### src/rtl/mem_arbiter_if.sv
// Signal bundle between the arbiter, its two requesters (fetch and memory stage) and the shared bus.
// Requests are levels held until the matching one-cycle ack; the bus side completes on bus_arb_ack.
interface mem_arbiter_if;
    logic        if_arb_req;
    logic [31:0] if_arb_addr;
    logic [31:0] arb_if_data;
    logic        arb_if_ack;

    logic        mem_arb_req;
    logic        mem_arb_write;
    logic [31:0] mem_arb_addr;
    logic [31:0] mem_arb_wdata;
    logic [31:0] arb_mem_rdata;
    logic        arb_mem_ack;

    logic        arb_bus_req;
    logic        arb_bus_write;
    logic [31:0] arb_bus_addr;
    logic [31:0] arb_bus_wdata;
    logic [31:0] bus_arb_rdata;
    logic        bus_arb_ack;

    logic        arb_stall;
    logic        arb_timeout;
    logic [1:0]  arb_state;

    modport master (
        input  if_arb_req, if_arb_addr,
        output arb_if_data, arb_if_ack,
        input  mem_arb_req, mem_arb_write, mem_arb_addr, mem_arb_wdata,
        output arb_mem_rdata, arb_mem_ack,
        output arb_bus_req, arb_bus_write, arb_bus_addr, arb_bus_wdata,
        input  bus_arb_rdata, bus_arb_ack,
        output arb_stall, arb_timeout, arb_state
    );

    modport slave (
        output if_arb_req, if_arb_addr,
        input  arb_if_data, arb_if_ack,
        output mem_arb_req, mem_arb_write, mem_arb_addr, mem_arb_wdata,
        input  arb_mem_rdata, arb_mem_ack,
        input  arb_bus_req, arb_bus_write, arb_bus_addr, arb_bus_wdata,
        output bus_arb_rdata, bus_arb_ack,
        input  arb_stall, arb_timeout, arb_state
    );
endinterface

### src/rtl/mem_arbiter.sv
// Two-requester arbiter onto a single-outstanding memory bus: MEM priority with
// an IF starvation guard, a 15-edge bus timeout, and a sticky timeout flag.
module mem_arbiter (
    input  logic          clock,
    input  logic          reset,
    mem_arbiter_if.master arb
);
    localparam logic [1:0] IDLE     = 2'd0;
    localparam logic [1:0] BUSY_IF  = 2'd1;
    localparam logic [1:0] BUSY_MEM = 2'd2;

    logic [1:0]  state;
    logic [1:0]  if_starve;
    logic [3:0]  wait_cnt;
    logic        bus_req, bus_write;
    logic [31:0] bus_addr, bus_wdata;
    logic [31:0] if_data, mem_rdata;
    logic        if_ack, mem_ack, timeout;

    logic if_ok, mem_ok, grant_if, grant_mem;

    // A requester whose ack is high this cycle is still holding its old request.
    always_comb begin
        if_ok     = arb.if_arb_req  && !if_ack;
        mem_ok    = arb.mem_arb_req && !mem_ack;
        grant_if  = if_ok && (!mem_ok || (if_starve == 2'd3));
        grant_mem = mem_ok && !grant_if;
    end

    always_ff @(posedge clock or posedge reset) begin
        if (reset) begin
            state     <= IDLE;
            if_starve <= 2'd0;
            wait_cnt  <= 4'd0;
            bus_req   <= 1'b0;
            bus_write <= 1'b0;
            bus_addr  <= 32'd0;
            bus_wdata <= 32'd0;
            if_data   <= 32'd0;
            mem_rdata <= 32'd0;
            if_ack    <= 1'b0;
            mem_ack   <= 1'b0;
            timeout   <= 1'b0;
        end else begin
            if_ack  <= 1'b0;
            mem_ack <= 1'b0;
            case (state)
                IDLE: begin
                    if (grant_mem) begin
                        state     <= BUSY_MEM;
                        bus_req   <= 1'b1;
                        bus_write <= arb.mem_arb_write;
                        bus_addr  <= arb.mem_arb_addr;
                        bus_wdata <= arb.mem_arb_wdata;
                        wait_cnt  <= 4'd0;
                        if (if_ok) if_starve <= if_starve + 2'd1;
                    end else if (grant_if) begin
                        state     <= BUSY_IF;
                        bus_req   <= 1'b1;
                        bus_write <= 1'b0;
                        bus_addr  <= arb.if_arb_addr;
                        bus_wdata <= 32'd0;
                        wait_cnt  <= 4'd0;
                        if_starve <= 2'd0;
                    end
                end
                BUSY_IF, BUSY_MEM: begin
                    if (arb.bus_arb_ack) begin
                        state   <= IDLE;
                        bus_req <= 1'b0;
                        if (state == BUSY_IF) begin
                            if_data <= arb.bus_arb_rdata;
                            if_ack  <= 1'b1;
                        end else begin
                            if (!bus_write) mem_rdata <= arb.bus_arb_rdata;
                            mem_ack <= 1'b1;
                        end
                    end else if (wait_cnt == 4'd14) begin
                        // Abort: the requester still gets its ack, with zero data.
                        state   <= IDLE;
                        bus_req <= 1'b0;
                        timeout <= 1'b1;
                        if (state == BUSY_IF) begin
                            if_data <= 32'd0;
                            if_ack  <= 1'b1;
                        end else begin
                            mem_rdata <= 32'd0;
                            mem_ack   <= 1'b1;
                        end
                    end else begin
                        wait_cnt <= wait_cnt + 4'd1;
                    end
                end
                default: state <= IDLE;
            endcase
        end
    end

    assign arb.arb_if_data   = if_data;
    assign arb.arb_if_ack    = if_ack;
    assign arb.arb_mem_rdata = mem_rdata;
    assign arb.arb_mem_ack   = mem_ack;
    assign arb.arb_bus_req   = bus_req;
    assign arb.arb_bus_write = bus_write;
    assign arb.arb_bus_addr  = bus_addr;
    assign arb.arb_bus_wdata = bus_wdata;
    assign arb.arb_timeout   = timeout;
    assign arb.arb_state     = state;
    assign arb.arb_stall     = (arb.if_arb_req && !if_ack) || (arb.mem_arb_req && !mem_ack);
endmodule

### src/flat_wrapper.sv
// flat-port wrapper written by rule: the top's interface ports become plain ports
module mem_arbiter_flat 
  (clock, reset, arb_if_arb_req, arb_if_arb_addr, arb_arb_if_data, arb_arb_if_ack, arb_mem_arb_req, arb_mem_arb_write, arb_mem_arb_addr, arb_mem_arb_wdata, arb_arb_mem_rdata, arb_arb_mem_ack, arb_arb_bus_req, arb_arb_bus_write, arb_arb_bus_addr, arb_arb_bus_wdata, arb_bus_arb_rdata, arb_bus_arb_ack, arb_arb_stall, arb_arb_timeout, arb_arb_state);
  mem_arbiter_if arb_i ();
  input  logic clock;
  input  logic reset;
  input wire logic [$bits(arb_i.if_arb_req)-1:0] arb_if_arb_req;
  input wire logic [$bits(arb_i.if_arb_addr)-1:0] arb_if_arb_addr;
  output wire logic [$bits(arb_i.arb_if_data)-1:0] arb_arb_if_data;
  output wire logic [$bits(arb_i.arb_if_ack)-1:0] arb_arb_if_ack;
  input wire logic [$bits(arb_i.mem_arb_req)-1:0] arb_mem_arb_req;
  input wire logic [$bits(arb_i.mem_arb_write)-1:0] arb_mem_arb_write;
  input wire logic [$bits(arb_i.mem_arb_addr)-1:0] arb_mem_arb_addr;
  input wire logic [$bits(arb_i.mem_arb_wdata)-1:0] arb_mem_arb_wdata;
  output wire logic [$bits(arb_i.arb_mem_rdata)-1:0] arb_arb_mem_rdata;
  output wire logic [$bits(arb_i.arb_mem_ack)-1:0] arb_arb_mem_ack;
  output wire logic [$bits(arb_i.arb_bus_req)-1:0] arb_arb_bus_req;
  output wire logic [$bits(arb_i.arb_bus_write)-1:0] arb_arb_bus_write;
  output wire logic [$bits(arb_i.arb_bus_addr)-1:0] arb_arb_bus_addr;
  output wire logic [$bits(arb_i.arb_bus_wdata)-1:0] arb_arb_bus_wdata;
  input wire logic [$bits(arb_i.bus_arb_rdata)-1:0] arb_bus_arb_rdata;
  input wire logic [$bits(arb_i.bus_arb_ack)-1:0] arb_bus_arb_ack;
  output wire logic [$bits(arb_i.arb_stall)-1:0] arb_arb_stall;
  output wire logic [$bits(arb_i.arb_timeout)-1:0] arb_arb_timeout;
  output wire logic [$bits(arb_i.arb_state)-1:0] arb_arb_state;
  assign arb_i.if_arb_req = arb_if_arb_req;
  assign arb_i.if_arb_addr = arb_if_arb_addr;
  assign arb_arb_if_data = arb_i.arb_if_data;
  assign arb_arb_if_ack = arb_i.arb_if_ack;
  assign arb_i.mem_arb_req = arb_mem_arb_req;
  assign arb_i.mem_arb_write = arb_mem_arb_write;
  assign arb_i.mem_arb_addr = arb_mem_arb_addr;
  assign arb_i.mem_arb_wdata = arb_mem_arb_wdata;
  assign arb_arb_mem_rdata = arb_i.arb_mem_rdata;
  assign arb_arb_mem_ack = arb_i.arb_mem_ack;
  assign arb_arb_bus_req = arb_i.arb_bus_req;
  assign arb_arb_bus_write = arb_i.arb_bus_write;
  assign arb_arb_bus_addr = arb_i.arb_bus_addr;
  assign arb_arb_bus_wdata = arb_i.arb_bus_wdata;
  assign arb_i.bus_arb_rdata = arb_bus_arb_rdata;
  assign arb_i.bus_arb_ack = arb_bus_arb_ack;
  assign arb_arb_stall = arb_i.arb_stall;
  assign arb_arb_timeout = arb_i.arb_timeout;
  assign arb_arb_state = arb_i.arb_state;
  mem_arbiter u_core (.clock(clock), .reset(reset), .arb(arb_i));
endmodule
### config.mk
export PLATFORM = sky130hd
export DESIGN_NAME = mem_arbiter_flat
export DESIGN_NICKNAME = d
export VERILOG_FILES = /design/src/rtl/mem_arbiter_if.sv /design/src/rtl/mem_arbiter.sv /design/src/flat_wrapper.sv
export SDC_FILE = /design/constraint.sdc
export NUM_CORES = 1
export LEC_CHECK = 0
export CAP_MARGIN = 25
export CORE_ASPECT_RATIO = 0.7
export CORE_MARGIN = 2
export CORE_UTILIZATION = 37
export CTS_CLUSTER_DIAMETER = 80
export CTS_CLUSTER_SIZE = 10
export DETAILED_ROUTE_END_ITERATION = 8
export PLACE_DENSITY = 0.76
export SLEW_MARGIN = 25
export SYNTH_ARGS = -nofsm -noshare
export SYNTH_HDL_FRONTEND = slang
export SYNTH_SLANG_ARGS = --single-unit
### constraint.sdc
create_clock -name clock -period 4 [get_ports clock]
set_input_delay 0.4 -clock clock [delete_from_list [all_inputs] [get_ports clock]]
set_output_delay 0.4 -clock clock [all_outputs]
set_load 0.05 [all_outputs]
* After elaboration in Yosys (flattened, before gate mapping)
Index checks and enable logic that the tools add are counted.
** Storage, ports and cells
- Register bits after elaboration :: 141
- Latch bits :: 0
- Bits in writable memories :: 0
- Bits in read-only memories :: 0
- Input port bits :: 134
- Memories kept :: 0
** Cells by class
- $add $sub $neg :: 2
- Multipliers :: 0
- Div/mod/pow operators :: 0
- Magnitude comparators :: 0
- Equal/unequal tests :: 10
- Shift-type cells :: 0
- Mux-type cells :: 41
- Bitwise logic cells :: 2
- Reductions and logical operators :: 23
** Operators by type and width (number)
- $mux 32 :: 13
- $mux 4 :: 4
- $mux 1 :: 14
- $mux 2 :: 7
- $reduce_and 3->1 :: 4
- $pmux 4 s2 :: 1
- $reduce_and 4->1 :: 2
- $ne 2x2->1 const B :: 3
- $reduce_bool 2->1 :: 3
- $add 4x1->4 const B :: 1
- $eq 2x2->1 const B :: 2
- $eq 4x4->1 const B :: 1
- $logic_and 1x1->1 :: 4
- $logic_not 1->1 :: 4
- $pmux 2 s2 :: 1
- $reduce_and 2->1 :: 2
- $ne 3x1->1 const B :: 1
- $ne 3x2->1 const B :: 1
- $add 2x1->2 const B :: 1
- $eq 2x1->1 const B :: 1
- $logic_not 2->1 :: 1
- $logic_or 1x1->1 :: 2
- $ne 2x1->1 const B :: 1
- $not 1->1 :: 2
- other kinds (2) :: 2

* Logic depth before layout (Yosys ltp)
- Depth after elaboration :: 9
- Mapped depth :: 8

* Least setup slack after synthesis
No wires, ideal clock.
- Path kind :: register to register
- Start point :: register u_core.mem_ack, in the netlist u_core.arb.arb_mem_ack
- End point :: register u_core.bus_wdata[0], in the netlist u_core.arb.arb_bus_wdata[0]
- Setup time :: 0.121 ns
- Arrival :: 1.910 ns
- Data required time :: 3.879 ns
- Slack :: 1.969 ns
- Stages on the path, launching flop included :: 7
- Path buffers :: 2
- Path through :: dfrtp_1 -> nand2b_1 -> buf_2 -> nand2_1 -> nand2_1 -> buf_2 -> a22o_1
** Between the ends
- Word-level cells in the longest chain between the ends :: 9
** Ends and longest elaborated chain
- start, declared :: line mem_arbiter.sv:18 : logic if_ack, mem_ack, timeout;
- start signal, assigned :: line mem_arbiter.sv:42 : mem_ack <= 1'b0;
- start signal, assigned :: line mem_arbiter.sv:46 : mem_ack <= 1'b0;
- start signal, assigned :: line mem_arbiter.sv:76 : mem_ack <= 1'b1;
- $logic_not 1->1 (*) :: line mem_arbiter.sv:25 : mem_ok = arb.mem_arb_req && !mem_ack;
- $logic_and 1x1->1 (*) :: line mem_arbiter.sv:25
- $logic_not 1->1 :: line mem_arbiter.sv:26 : grant_if = if_ok && (!mem_ok || (if_starve == 2'd3));
- $logic_or 1x1->1 :: line mem_arbiter.sv:26
- $logic_and 1x1->1 :: line mem_arbiter.sv:26
- $logic_not 1->1 :: line mem_arbiter.sv:27 : grant_mem = mem_ok && !grant_if;
- $logic_and 1x1->1 :: line mem_arbiter.sv:27
- $reduce_bool 2->1 (no source line)
- $reduce_and 2->1 (no source line)
- end signal, assigned :: line mem_arbiter.sv:54 : bus_wdata <= arb.mem_arb_wdata;
- end, declared :: line mem_arbiter.sv:16 : logic [31:0] bus_addr, bus_wdata;
Mark *: on every way between the ends. The rest lies on a longest branch, timed or not.
A chain may end at the register's enable or synchronous reset.

* Worst setup path after layout
- Start point :: register u_core.mem_ack, in the netlist u_core.arb.arb_mem_ack
- End point :: output arb_arb_stall
** Between the ends
- Word-level cells in the longest chain between the ends :: 3
** Ends and longest elaborated chain
- $logic_not 1->1 :: line mem_arbiter.sv:109 : assign arb.arb_stall = (arb.if_arb_req && !if_ack) || (arb.mem_arb_req && !mem_ack);
- $logic_and 1x1->1 :: line mem_arbiter.sv:109
- $logic_or 1x1->1 :: line mem_arbiter.sv:109
- end, declared :: line flat_wrapper.sv:23 : output wire logic [$bits(arb_i.arb_stall)-1:0] arb_arb_stall;
No other way between the ends.

==> flow_summary.json <==
{
  "status": "finished, final reports clean",
  "cp.required_ns": 3.60,
  "path_delay_family": "buffers and inverters",
  "core_area_um2": 15400,
  "rsz0062_at_grt": "no",
  "path_max_fanout": 8,
  "vias": 5025,
  "avgSynthCellArea_um2": 10.7,
  "path_clk_slew_ns": 0.06,
  "cp.arrival_ns": 2.15,
  "power.total_mw": 8.69,
  "area_growth_pct": 59.5,
  "fin_skew_ns": 0.00943,
  "fin_crit_sh_pct": 63.6,
  "crit_type": "reg2out",
  "worst_slew_pin_slew_ns": 1.03,
  "rows": 38,
  "postCtsHoldBufs": 0,
  "cts.sinks": 141,
  "drc": 0,
  "clock_path_buffers": 2,
  "synthCells": 543,
  "pwr-share-seq_pct": 27.2,
  "synth_edf_count": 0,
  "die_x_um": 154,
  "final_cells": 1011,
  "power_density_nw_per_um2": 939,
  "finalInstanceArea_um2": 9250,
  "cts-resized-gates": 0,
  "port_buffers": 269,
  "place_congestion": 0.775,
  "netSwitchingPower_mw": 4.15,
  "max_cap_viol_count": 0,
  "vias_per_cell": 4.97,
  "maxSlewViolCount": 0,
  "clock.fmax_mhz": 393,
  "post_cts_buffers": 0,
  "cts_inserted_buffers": 17,
  "slew_headroom_pct": 31.1,
  "dp_hpwl_mm": 11.6,
  "synth_cell_types": 36,
  "p_clk_share_pct": 18.5,
  "hold_slack_ns": 0.475,
  "leakage_nw": 3.97,
  "synthFlopType": "dfrtp_1",
  "mostFrequentLayoutCells": "clkdlybuf4s50_1, nand2_1, dfrtp_1",
  "async_flop_share_pct": 100,
  "syn_nets": 683,
  "post-route-util_pct": 60.0,
  "yosys_register_bits": 141,
  "hold_viol": 0,
  "overflow": 0,
  "worst_slack_ns": 1.45,
  "setup_viol_count_final": 0,
  "htree_levels": 4,
  "antenna_found_initial": 0,
  "tns_ns": 0,
  "num-nets-final": 938,
  "finalWirelength_mm": 16.5,
  "drt-initial-drc-count": 304,
  "die_h_um": 109,
  "min_period_ns": 2.55,
  "grt_pass1_wl_mm": 26.0,
  "syn-cell-area_um2": 5800,
  "nFillCells": 1293,
  "cpPeakStageDelay_ns": 0.83,
  "ant_nets": 0,
  "p_int_mw": 4.54,
  "layout_commonest_cell": "clkdlybuf4s50_1",
  "ys_seq_area_share_pct": 60.9,
  "dr.pass1.iters": 6,
  "dp_cells": 978,
  "path_cells": "nand2b_1, nand2_1, clkdlybuf4s50_1",
  "switching_share_pct": 47.8,
  "comb_power_share_pct": 54.4,
  "grt_max_degree": 142,
  "root_buffer": "clkbuf_16",
  "gr-usage-all-layers_pct": 19.6,
  "critPathSlowestCell": "clkdlybuf4s50_1",
  "clk_latency_ns": 0.41,
  "hold_path_class": "reg2reg",
  "grt_pass1_vias": 4818,
  "ir_drop_mv": 0.495,
  "yosys_warnings": 0,
  "critPathBufInv": 1,
  "num_io_pins": 270,
  "place_area_um2": 8600,
  "drive_above_1_share_pct": 6.54,
  "cp-end-kind": "output port",
  "die_area_um2": 16700,
  "wl_per_cell_um": 16.3,
  "dpl_worst_slack_ns": 1.41,
  "cts_tree": "built",
  "start_kind": "flop",
  "diodes": 0,
  "start_util_pct": 37.6
}
-- worst paths after layout --
check,depth (start not counted),from,to,slack [ns]
setup / recovery,3,u_core.arb.arb_mem_ack,arb_arb_stall,1.45
hold / removal,1,u_core.arb.arb_timeout,u_core.arb.arb_timeout,0.48
setup reg to reg,7,u_core.wait_cnt[0],u_core.arb.arb_if_data[26],1.53
hold reg to reg,1,u_core.arb.arb_timeout,u_core.arb.arb_timeout,0.48
max in group asynchronous,3,reset,u_core.arb.arb_mem_rdata[27],2.85
min in group asynchronous,3,reset,u_core.arb.arb_if_data[2],0.53
-- power by group through the flow --
stage | registers, mW | clock network, mW | logic (mW)
final | 2.36 | 1.60 | 4.72
after detailed placement | 2.38 | 0 | 4.72
after CTS | 2.37 | 1.65 | 4.73
after global routing | 2.45 | 1.71 | 4.96
after floorplan | 4.33 | 0 | 1.18
after global placement | 2.37 | 0 | 4.67
-- layout make-up --
type / count / area, um^2 / area share [%]
clock buffers: 17 / 425 / 4.60
clock inverters: 15 / 195 / 2.11
well taps: 200 / 250 / 2.71
flip-flops and latches: 141 / 3530 / 38.1
inverters: 5 / 22.5 / 0.244
multi-input cells: 356 / 2040 / 22.1
repair buffers: 277 / 2790 / 30.1
-- cell families after synthesis --
logic type               share of synthesized area, %
buffers and inverters                            4.27
flip-flops                                       60.9
AND/OR/NAND/NOR                                  14.3
adder cells (fa/ha/maj)                          1.29
AO/OA/AOI/OAI                                    19.2
-- sequential cells by signal (all words and copies together), names as in the netlist, 2 cells and up --
| register | cells |
|---|---|
| u_core.arb.arb_mem_rdata | 32 |
| u_core.wait_cnt | 4 |
| u_core.arb.arb_bus_addr | 32 |
| u_core.arb.arb_state | 2 |
| u_core.arb.arb_if_data | 32 |
| u_core.arb.arb_bus_wdata | 32 |
| u_core.if_starve | 2 |
-- synth_stat cells, types with 6 or more instances --
cell type / instances / share of area (%)
nor2_1: 34 / 2.2
a31oi_1: 34 / 3.7
a22o_1: 39 / 5.9
dfrtp_1: 141 / 61
a32o_1: 25 / 4.3
o21ai_0: 9 / 0.78
o21ai_1: 27 / 2.3
ha_1: 6 / 1.3
a21oi_1: 6 / 0.52
nand2_1: 142 / 9.2
buf_2: 27 / 2.3
clkbuf_1: 8 / 0.52
-- worst reg2reg max path, cell delays in order (launching register included) --
cell and delay [ns]:
dfrtp_1 0.40, inv_1 0.09, ha_1 0.27, a31o_2 0.21
nand3_2 0.71, buf_4 0.51, nand2_1 0.08, o21ai_0 0.08
-- routing by layer --
metal / wire length (um) / track usage (%) / share of wire (%)
met1: 7500 / 27.2 / 46
met3: 1200 / 5.13 / 7.3
met5: 0 / 0 / 0
met2: 7560 / 30.5 / 46
met4: 221 / 6.03 / 1.3
Note: power is estimated with default switching activity, not from simulation.
